$ cat src/rtl/alu_pkg.sv
// rtl/alu_pkg.sv - shared func codes, FSM states and flag bundle for alu_pipe
package alu_pkg;

  localparam logic [3:0] ALU_ADD  = 4'd0;
  localparam logic [3:0] ALU_SUB  = 4'd1;
  localparam logic [3:0] ALU_PASA = 4'd2;
  localparam logic [3:0] ALU_NOTA = 4'd3;
  localparam logic [3:0] ALU_AND  = 4'd4;
  localparam logic [3:0] ALU_OR   = 4'd5;
  localparam logic [3:0] ALU_NE   = 4'd6;
  localparam logic [3:0] ALU_EQ   = 4'd7;
  localparam logic [3:0] ALU_GTZ  = 4'd8;
  localparam logic [3:0] ALU_LTZ  = 4'd9;
  localparam logic [3:0] ALU_PASB = 4'd10;
  localparam logic [3:0] ALU_MUL  = 4'd11;
  localparam logic [3:0] ALU_SHL  = 4'd12;
  localparam logic [3:0] ALU_SRA  = 4'd13;
  localparam logic [3:0] ALU_NEG  = 4'd14;
  localparam logic [3:0] ALU_ZERO = 4'd15;

  typedef enum logic [1:0] {
    ST_IDLE = 2'd0,
    ST_MUL  = 2'd1,
    ST_HOLD = 2'd2
  } state_t;

  typedef struct packed {
    logic flag;
    logic zf;
    logic nf;
    logic cf;
    logic vf;
  } flags_t;

endpackage

$ cat src/rtl/alu_mul_iter.sv
// rtl/alu_mul_iter.sv - iterative shift-add multiplier, one partial product per cycle
module alu_mul_iter #(
  parameter int WIDTH = 16
) (
  input  logic             clk,
  input  logic             rst_n,
  input  logic             start,
  input  logic [WIDTH-1:0] a,
  input  logic [WIDTH-1:0] b,
  output logic             done,
  output logic [WIDTH-1:0] p
);

  localparam int CW = $clog2(WIDTH);

  logic [WIDTH-1:0] mcand, mplier, acc, acc_next;
  logic [CW-1:0]    cnt;
  logic             busy;

  assign acc_next = acc + (mplier[0] ? mcand : '0);
  // The final step's sum is exposed combinationally so the top loads it on the same edge.
  assign done     = busy && (cnt == CW'(WIDTH - 1));
  assign p        = acc_next;

  always_ff @(posedge clk or negedge rst_n) begin
    if (!rst_n) begin
      mcand  <= '0;
      mplier <= '0;
      acc    <= '0;
      cnt    <= '0;
      busy   <= 1'b0;
    end else if (start) begin
      mcand  <= a;
      mplier <= b;
      acc    <= '0;
      cnt    <= '0;
      busy   <= 1'b1;
    end else if (busy) begin
      acc    <= acc_next;
      mcand  <= mcand << 1;
      mplier <= mplier >> 1;
      cnt    <= cnt + 1'b1;
      if (done) busy <= 1'b0;
    end
  end

endmodule

$ cat src/rtl/alu_pipe.sv
// rtl/alu_pipe.sv - handshaked registered ALU with flags, barrel shifts and iterative multiply
module alu_pipe
  import alu_pkg::*;
#(
  parameter int WIDTH = 16,
  parameter int SHW   = $clog2(WIDTH)
) (
  input  logic             clk,
  input  logic             rst_n,
  input  logic             in_valid,
  output logic             in_ready,
  input  logic [WIDTH-1:0] a,
  input  logic [WIDTH-1:0] b,
  input  logic [3:0]       func,
  output logic             out_valid,
  input  logic             out_ready,
  output logic [WIDTH-1:0] c,
  output logic             flag,
  output logic             zf,
  output logic             nf,
  output logic             cf,
  output logic             vf
);

  state_t           state_q, state_d;
  logic             accept, is_mul, mul_done;
  logic [WIDTH-1:0] mul_p, alu_c, c_q;
  logic [WIDTH:0]   sum, diff;
  flags_t           alu_fl, fl_q;

  assign is_mul = (func == ALU_MUL);
  assign accept = in_valid && in_ready;

  always_ff @(posedge clk or negedge rst_n) begin
    if (!rst_n) state_q <= ST_IDLE;
    else        state_q <= state_d;
  end

  always_comb begin
    state_d = state_q;
    case (state_q)
      ST_IDLE: if (accept) state_d = is_mul ? ST_MUL : ST_HOLD;
      ST_MUL:  if (mul_done) state_d = ST_HOLD;
      ST_HOLD: if (out_ready) state_d = !in_valid ? ST_IDLE : (is_mul ? ST_MUL : ST_HOLD);
      default: state_d = ST_IDLE;
    endcase
  end

  always_comb begin
    in_ready  = 1'b0;
    out_valid = 1'b0;
    case (state_q)
      ST_IDLE: in_ready = 1'b1;
      ST_HOLD: begin
        out_valid = 1'b1;
        in_ready  = out_ready;
      end
      default: ;
    endcase
  end

  assign sum  = {1'b0, a} + {1'b0, b};
  assign diff = {1'b0, a} - {1'b0, b};

  always_comb begin
    alu_c  = '0;
    alu_fl = '0;
    case (func)
      ALU_ADD: begin
        alu_c     = sum[WIDTH-1:0];
        alu_fl.cf = sum[WIDTH];
        alu_fl.vf = (a[WIDTH-1] == b[WIDTH-1]) && (sum[WIDTH-1] != a[WIDTH-1]);
      end
      ALU_SUB: begin
        alu_c     = diff[WIDTH-1:0];
        alu_fl.cf = ~diff[WIDTH];
        alu_fl.vf = (a[WIDTH-1] != b[WIDTH-1]) && (diff[WIDTH-1] != a[WIDTH-1]);
      end
      ALU_PASA: alu_c = a;
      ALU_NOTA: alu_c = ~a;
      ALU_AND:  alu_c = a & b;
      ALU_OR:   alu_c = a | b;
      ALU_NE:   begin alu_c = a; alu_fl.flag = (a != b); end
      ALU_EQ:   begin alu_c = a; alu_fl.flag = (a == b); end
      ALU_GTZ:  begin alu_c = a; alu_fl.flag = !a[WIDTH-1] && (|a); end
      ALU_LTZ:  begin alu_c = a; alu_fl.flag = a[WIDTH-1]; end
      ALU_PASB: alu_c = b;
      ALU_SHL:  alu_c = a << b[SHW-1:0];
      ALU_SRA:  alu_c = $signed(a) >>> b[SHW-1:0];
      ALU_NEG: begin
        alu_c     = '0 - a;
        alu_fl.vf = (a == {1'b1, {(WIDTH-1){1'b0}}});
      end
      default: alu_c = '0;
    endcase
    alu_fl.zf = (alu_c == '0);
    alu_fl.nf = alu_c[WIDTH-1];
  end

  alu_mul_iter #(.WIDTH(WIDTH)) u_mul (
    .clk   (clk),
    .rst_n (rst_n),
    .start (accept && is_mul),
    .a     (a),
    .b     (b),
    .done  (mul_done),
    .p     (mul_p)
  );

  always_ff @(posedge clk or negedge rst_n) begin
    if (!rst_n) begin
      c_q  <= '0;
      fl_q <= '0;
    end else if (accept && !is_mul) begin
      c_q  <= alu_c;
      fl_q <= alu_fl;
    end else if (mul_done) begin
      c_q  <= mul_p;
      fl_q <= {1'b0, ~|mul_p, mul_p[WIDTH-1], 2'b00};
    end
  end

  assign c    = c_q;
  assign flag = fl_q.flag;
  assign zf   = fl_q.zf;
  assign nf   = fl_q.nf;
  assign cf   = fl_q.cf;
  assign vf   = fl_q.vf;

endmodule

$ cat config.mk
export PLATFORM = sky130hd
export DESIGN_NAME = alu_pipe
export DESIGN_NICKNAME = d
export VERILOG_FILES = /design/src/rtl/alu_pkg.sv /design/src/rtl/alu_mul_iter.sv /design/src/rtl/alu_pipe.sv
export SDC_FILE = /design/constraint.sdc
export NUM_CORES = 1
export LEC_CHECK = 0
export CORE_MARGIN = 2
export CORE_UTILIZATION = 39
export CTS_CLUSTER_SIZE = 10
export DETAILED_ROUTE_END_ITERATION = 8
export PLACE_DENSITY = 0.54
export SETUP_SLACK_MARGIN = 0.02
export SKIP_LAST_GASP = 1
export SYNTH_ARGS = -nofsm -noshare
export SYNTH_HDL_FRONTEND = slang
export SYNTH_SLANG_ARGS = --single-unit
$ cat constraint.sdc
create_clock -name clk -period 4.21 [get_ports clk]
set_input_delay 1.0525 -clock clk [delete_from_list [all_inputs] [get_ports clk]]
set_output_delay 1.0525 -clock clk [all_outputs]
set_load 0.01 [all_outputs]
==> results.tsv, run 1 <==
metric	value	unit
port buffer count	62	
Post-synth ARST share	100	%
proportion of layout cells with a drive suffix above 1	23.7	%
placed wire-length estimate after detailed placement	29000	um
remaining global-route overflow	0	
maximum number of pins on one net before global-route repair	76	
final worst clock skew	0.0184	ns
Die Span Y	156	um
number of standard cells in the layout, taps in and fillers out	1617	
switching fraction of total power	43.3	%
Largest delay share family, worst path	compound AO/OA/AOI/OAI gates	
Antenna Nets Post-Route	0	
aggregate routed wire length	36400	um
initial DRC count	819	
number of antenna violations at the first check in global routing	0	
clock tree from TritonCTS	done	
number of vias per cell	6.01	
routability congestion estimate	0.990	
combinational power share	55.3	%
Die Span X	156	um
cell type with the highest occurrence count on the critical path	sky130_fd_sc_hd__buf_4	
nets@finish	1436	
top cells by area, synth	sky130_fd_sc_hd__dfrtp_1, sky130_fd_sc_hd__ha_1, sky130_fd_sc_hd__mux2i_1	
number of library cell types mapped by synthesis	87	
number of global-route vias before repair	9460	
maximum buffer depth of the clock tree	2	
filler instances	2214	
headroom to the max-slew limit	34.7	%
number of max-slew violations in the final report	0	
Ys Warns	0	
P per Cell Area	388	nW/um2
fin crit share	97.1	%
internal cell power	0.00258	W
fraction of power consumed by sequential logic	26.7	%
Critical Path, Cell by Cell	clkdlybuf4s50_1 -> inv_1 -> ha_1 -> a211o_1 -> a2111oi_1 -> buf_4 -> o31ai_1 -> buf_4 -> and2_1 -> a31oi_1 -> xnor2_1 -> a21oi_1 -> nand4_1 -> o31ai_2	
router iterations before antenna repair	8	
top fanout value on the critical path	3	
kind of end point of the critical path	flop	
required time worst endpoint	4.48	ns
number of rows in the core area	55	
P_sw	0.00197	W
static power due to leakage	5.18	nW
top flip-flop cell by instance count after synthesis	sky130_fd_sc_hd__dfrtp_1	
Mapped Area	8970	um2
Die Outline Area	24200	um2
measured slew at the worst slew-check pin	0.979	ns
number of flops mapped to enable cells by yosys	0	
setup slack of the most critical reg-to-reg path	0.28	ns
Inserted Diodes	0	
synth-to-layout area growth	30.8	%
sequential element share of the synthesized area	20.9	%
crit path max-delay cell type	sky130_fd_sc_hd__clkdlybuf4s50_1	
final worst hold slack	0.535	ns
GRT Resource Usage Total	30.1	%
Initial Util	39.7	%
result of the run	finished, final reports clean	
crit path launch type	input port	
floorplan core area	22600	um2
Max rail drop VDD	0.245	mV
synthesis-stage register bit count	75	
Routed WL per cell	22.5	um
number of stages on the worst setup path	14	
DP Cell Count	1598	
maximum clock rate	245	MHz
H-Tree Level Count	3	
area fraction of the dominant cell type after synthesis	20.9	%
source of the worst register-to-register timing path	u_mul.mplier[0]$_DFFE_PN0P_	
Vias	9716	
part of the power in the clock network	18.0	%
sequential cell area	1880	um2
origin of the worst setup path	a[1]	
Arrival @ worst endpoint	4.35	ns
clock transition time at the flip-flop clock pins of the worst setup and hold paths	0.08	ns
clock latency reported for the late side of the worst-skew pair	0.35	ns
Remaining DRCs	0	
Non-Filler Cell Area, Final	11700	um2
critical register-to-register path endpoint	zf$_DFFE_PN0P_	
setup repair after global routing missed its margin	no	
MaxCap Viol Count	0	
Setup Crit Path Kind	in2reg	
Finish-stage setup viols	0	
cell chosen for the clock root	sky130_fd_sc_hd__clkbuf_16	
average size of a mapped cell	8.00	um2
TritonCTS Buffers	9	
placed cell areas	11300	um2
path depth of the worst reg2reg path	12	
CTS Sinks	75	
combined area of the multi-input logic cells	6580	um2
Synth Instances	1121	
Critical path buffers and inverters	4	
most frequent cells in the layout	sky130_fd_sc_hd__buf_4, sky130_fd_sc_hd__nand2_1, sky130_fd_sc_hd__o21ai_0, sky130_fd_sc_hd__nor2_1, sky130_fd_sc_hd__dfrtp_1	
cell accounting for the most synthesized area	sky130_fd_sc_hd__dfrtp_1	
largest stage delay on the critical path	0.47	ns
Hold/Removal Path Class	reg2reg	
# IOs	63	
first-pass GRT wire length	55800	um
most common cell after layout, fill and taps aside	sky130_fd_sc_hd__buf_4	
Syn Nets	1230	
final critical delay including setup and external delays	4.09	ns
final hold viol count	0	
Setup crit end	zf$_DFFE_PN0P_	
## worst min-delay path by stage
| stage | endpoint | cells after the start | startpoint |
|---|---|---|---|
| after floorplan | u_mul.acc[7]$_DFFE_PN0P_ | 2 | u_mul.acc[7]$_DFFE_PN0P_ |
| after CTS | u_mul.acc[7]$_DFFE_PN0P_ | 2 | u_mul.acc[7]$_DFFE_PN0P_ |
| final | u_mul.acc[0]$_DFFE_PN0P_ | 2 | u_mul.acc[0]$_DFFE_PN0P_ |
| after global routing | u_mul.acc[10]$_DFFE_PN0P_ | 2 | u_mul.acc[10]$_DFFE_PN0P_ |
| after global placement | u_mul.acc[5]$_DFFE_PN0P_ | 2 | u_mul.acc[5]$_DFFE_PN0P_ |
| after detailed placement | u_mul.acc[7]$_DFFE_PN0P_ | 2 | u_mul.acc[7]$_DFFE_PN0P_ |
## layout make-up
type,instances,share of cell area (%)
Clock buffer,9,1.92
Clock inverter,7,0.694
Inverter,64,2.05
Multi-Input combinational cell,893,56.1
Sequential cell,75,16.0
Tap cell,285,3.04
Timing Repair Buffer,284,20.2
## routing by layer
layer / track usage, % / part of all wire [%] / up-vias / wire length (um)
met4: 11.9 / 4.4 / 0 / 1580
met1: 39.5 / 43 / 4672 / 15600
li1: - / - / 4557 / -
met2: 50.2 / 46 / 400 / 16800
met5: 0 / 0 / - / 0
met3: 4.14 / 6.5 / 87 / 2370
## synth_stat cells, types with 15 or more instances
cell type / number
sky130_fd_sc_hd__a21oi_1: 69
sky130_fd_sc_hd__a31oi_1: 17
sky130_fd_sc_hd__and2_1: 17
sky130_fd_sc_hd__clkbuf_1: 69
sky130_fd_sc_hd__dfrtp_1: 75
sky130_fd_sc_hd__ha_1: 66
sky130_fd_sc_hd__inv_1: 62
sky130_fd_sc_hd__mux2i_1: 65
sky130_fd_sc_hd__mux4_2: 20
sky130_fd_sc_hd__nand2_1: 92
sky130_fd_sc_hd__nand3_1: 24
sky130_fd_sc_hd__nand4_1: 20
sky130_fd_sc_hd__nor2_1: 75
sky130_fd_sc_hd__nor3_1: 33
sky130_fd_sc_hd__nor4_1: 15
sky130_fd_sc_hd__o211ai_1: 20
sky130_fd_sc_hd__o21ai_0: 82
sky130_fd_sc_hd__xnor2_1: 33
## registers in the layout (all words and copies together) (netlist names)
register / count
u_mul.acc: 16
flag: 1
state_q: 2
u_mul.cnt: 4
u_mul.mplier: 16
zf: 1
u_mul.busy: 1
vf: 1
c: 16
u_mul.mcand: 16
cf: 1
## per-stage QoR
| step | utilization, % | worst slack, ns | setup TNS, ns | total power [W] |
|---|---|---|---|---|
| final | 51.9 | 0.123 | 0 | 0.00455 |
| after global routing | 51.9 | 0.0256 | 0 | 0.00488 |
| after CTS | 51.6 | 0.0546 | 0 | 0.00455 |
| after detailed placement | 50.1 | -0.534 | -1.93 | 0.00371 |
| after global placement | 50.1 | -0.449 | -1.64 | 0.00367 |
| after floorplan | - | 0.101 | 0 | 0.00282 |
## worst register-to-register path, delay by kind of cell, from the launching register on
family | cells | cell delay [ns]
xor gates and xnor gates | 1 | 0.20
adders and majority gates | 2 | 0.67
AOI/OAI and AO/OA | 6 | 1.63
and+or+nand+nor | 3 | 0.78
DFF | 1 | 0.58
## power by group through the flow
stage	sequential [W]	combinational (W)	clock, W
finish	0.00122	0.00252	0.000818
global route	0.00126	0.00276	0.000855
CTS	0.00122	0.00249	0.000836
detailed placement	0.00123	0.00248	0
global placement	0.00122	0.00245	0
floorplan	0.00117	0.00165	0
## cells by family (layout without fill, tap and decap cells)
family / after synthesis / count (layout) / synth area share, %
compound gates: 331 / 331 / 24.3
xor+xnor: 38 / 38 / 3.71
fa+ha+maj: 69 / 69 / 9.88
buf+inv: 153 / 364 / 6.77
flops: 75 / 75 / 20.9
mux: 99 / 99 / 14.1
simple gates: 356 / 356 / 20.3
## repair_timing
| action | 4_1_cts | 5_1_grt |
|---|---|---|
| endpoints found under the setup margin | 1 | 3 |
| pin swaps | 0 | 8 |
| buffers inserted | 0 | 3 |
| resized for setup | 6 | 14 |
| hold buffers | 0 | 0 |
| endpoints found under the hold margin | 0 | 0 |
Power figures use the tool's default switching activity.
==> run 2: changes to the inputs <==
--- a/config.mk
+++ b/config.mk
@@ -7,11 +7,11 @@
 export LEC_CHECK = 0
 export CORE_MARGIN = 2
 export CORE_UTILIZATION = 39
-export CTS_CLUSTER_SIZE = 10
+export CTS_BUF_LIST = sky130_fd_sc_hd__clkbuf_4
+export CTS_CLUSTER_SIZE = 8
 export DETAILED_ROUTE_END_ITERATION = 8
 export PLACE_DENSITY = 0.54
 export SETUP_SLACK_MARGIN = 0.02
-export SKIP_LAST_GASP = 1
 export SYNTH_ARGS = -nofsm -noshare
 export SYNTH_HDL_FRONTEND = slang
 export SYNTH_SLANG_ARGS = --single-unit
==> results.tsv, run 2 (synthesis gave the netlist of run 1 again) <==
metric	value	unit	change
DP Cell Count	1598		unchanged
number of rows in the core area	55		unchanged
MaxCap Viol Count	0		unchanged
Setup Crit Path Kind	in2reg		
setup repair after global routing missed its margin	no		
placed cell areas	11300	um2	unchanged
floorplan core area	22600	um2	unchanged
final critical delay including setup and external delays	4.01	ns	-0.0797 ns
measured slew at the worst slew-check pin	0.974	ns	-0.00489 ns
static power due to leakage	5.06	nW	-2.3%
headroom to the max-slew limit	35.1	%	+0.33 points
most frequent cells in the layout	sky130_fd_sc_hd__buf_4, sky130_fd_sc_hd__nand2_1, sky130_fd_sc_hd__o21ai_0, sky130_fd_sc_hd__nor2_1, sky130_fd_sc_hd__dfrtp_1		
Finish-stage setup viols	0		unchanged
Non-Filler Cell Area, Final	11500	um2	-2.0%
maximum buffer depth of the clock tree	2		unchanged
final hold viol count	0		unchanged
synth-to-layout area growth	28.2	%	
first-pass GRT wire length	55800	um	-0.13%
crit path max-delay cell type	sky130_fd_sc_hd__clkdlybuf4s50_1		
top fanout value on the critical path	3		unchanged
Initial Util	39.7	%	unchanged
Hold-fix buffers, CTS	0		unchanged
post-route worst setup slack	0.202	ns	+0.0797 ns
Hold/Removal Path Class	reg2reg		
clock tree from TritonCTS	done		
largest stage delay on the critical path	0.51	ns	+0.04 ns
H-Tree Level Count	3		unchanged
final worst clock skew	0.0462	ns	+0.0278 ns
# IOs	63		unchanged
number of standard cells in the layout, taps in and fillers out	1616		-0.062%
remaining global-route overflow	0		unchanged
final-layout setup total negative slack	0	ns	unchanged
most common cell after layout, fill and taps aside	sky130_fd_sc_hd__buf_4		
Die Span X	156	um	unchanged
worst slack at placement	-0.534	ns	unchanged
maximum number of pins on one net before global-route repair	76		unchanged
initial DRC count	900		+9.9%
Remaining DRCs	0		unchanged
Arrival @ worst endpoint	4.44	ns	+0.09 ns
Critical Path, Cell by Cell	clkdlybuf4s50_1 -> ha_1 -> inv_1 -> fa_1 -> inv_1 -> mux4_2 -> a32oi_1 -> o2111ai_1 -> a221oi_2 -> nand4_1 -> nor4_1 -> buf_4 -> nand4_1 -> o31ai_2		
CTS Sinks	75		unchanged
TritonCTS Buffers	9		unchanged
maximum clock rate	250	MHz	+2.0%
required time worst endpoint	4.65	ns	+0.17 ns
Max rail drop VDD	0.244	mV	about the same
kind of end point of the critical path	flop		
Vias	9683		-0.34%
GRT Resource Usage Total	30.2	%	+0.077 points
routability congestion estimate	0.990		unchanged
Routed WL per cell	22.5	um	+0.12%
fin crit share	95.2	%	-1.9 points
Die Outline Area	24200	um2	unchanged
clock transition time at the flip-flop clock pins of the worst setup and hold paths	0.19	ns	+0.11 ns
clock latency reported for the late side of the worst-skew pair	0.50	ns	+0.15 ns
number of antenna violations at the first check in global routing	1		+1
Antenna Nets Post-Route	0		unchanged
aggregate routed wire length	36400	um	about the same
proportion of layout cells with a drive suffix above 1	22.9	%	-0.87 points
cell chosen for the clock root	sky130_fd_sc_hd__clkbuf_4		
P per Cell Area	367	nW/um2	-5.4%
number of vias per cell	5.99		-0.28%
number of max-slew violations in the final report	0		unchanged
placed wire-length estimate after detailed placement	29000	um	unchanged
number of global-route vias before repair	9392		-0.72%
result of the run	finished, final reports clean		
port buffer count	62		unchanged
nets@finish	1434		-0.14%
Die Span Y	156	um	unchanged
router iterations before antenna repair	5		-3
crit path launch type	input port		
[run 2: cell types whose count changed in the layout (fill, tap and decap cells not counted), sizes merged]
cell,before,now
buf,226,224
diode,0,1
clkdlybuf4s50,55,58
dlymetal6s2s,3,0
[run 2: timing repair]
item	CTS	global route
buffers inserted	0	1
endpoints found under the setup margin	1	2
gates resized for setup	1	6
pin swaps	0	2
[run 2: critical path: cells and delay by family]
family | cells | cell delay, ns
adders and majority gates | 2 | 0.71
AOI/OAI and AO/OA | 4 | 0.88
buffers and inverters | 4 | 0.79
muxes | 1 | 0.46
and+or+nand+nor | 3 | 0.55
[run 2: metal layers]
layer	global-route usage [%]	part of all wire (%)
met1	39.8	43
met2	50.5	46
met3	4.06	6.8
met4	11.3	3.9
met5	0	0
[run 2: power by group]
| part | leakage, nW | internal [W] | switching, W |
|---|---|---|---|
| Clock | 0.0809 | 0.000146 | 0.000359 |
| Combinational | 4.05 | 0.00114 | 0.00136 |
| Sequential | 0.930 | 0.00100 | 0.000212 |
[run 2: area by class of cell]
type / count / area (um2)
multi-input combinational: 893 / 6530
fill: 2245 / 11100
timing repair buffer: 282 / 2340
tap: 285 / 357
sequential: 75 / 1880
clock buffer: 9 / 67.6
clock inverter: 7 / 81.3
antenna: 1 / 2.50
inverter: 64 / 240
[run 2: final timing paths]
kind,startpoint,endpoint,slack [ns],depth (start not counted)
max in group asynchronous,rst_n,c[7]$_DFFE_PN0P_,2.87,1
setup / recovery,a[0],zf$_DFFE_PN0P_,0.20,14
hold reg to reg,flag$_DFFE_PN0P_,flag$_DFFE_PN0P_,0.55,2
hold / removal,flag$_DFFE_PN0P_,flag$_DFFE_PN0P_,0.55,2
min in group asynchronous,rst_n,u_mul.cnt[2]$_DFFE_PN0P_,0.67,1
setup reg to reg,u_mul.mplier[0]$_DFFE_PN0P_,zf$_DFFE_PN0P_,0.32,11
[run 2: stage by stage]
step                util [%]  total power [W]  hold WS, ns
finish                  50.9          0.00422        0.553
global route            50.9          0.00455        0.569
CTS                     50.7          0.00422        0.554
detailed placement      50.1          0.00371        0.521
global placement        50.1          0.00367        0.509
floorplan                  -          0.00282        0.491
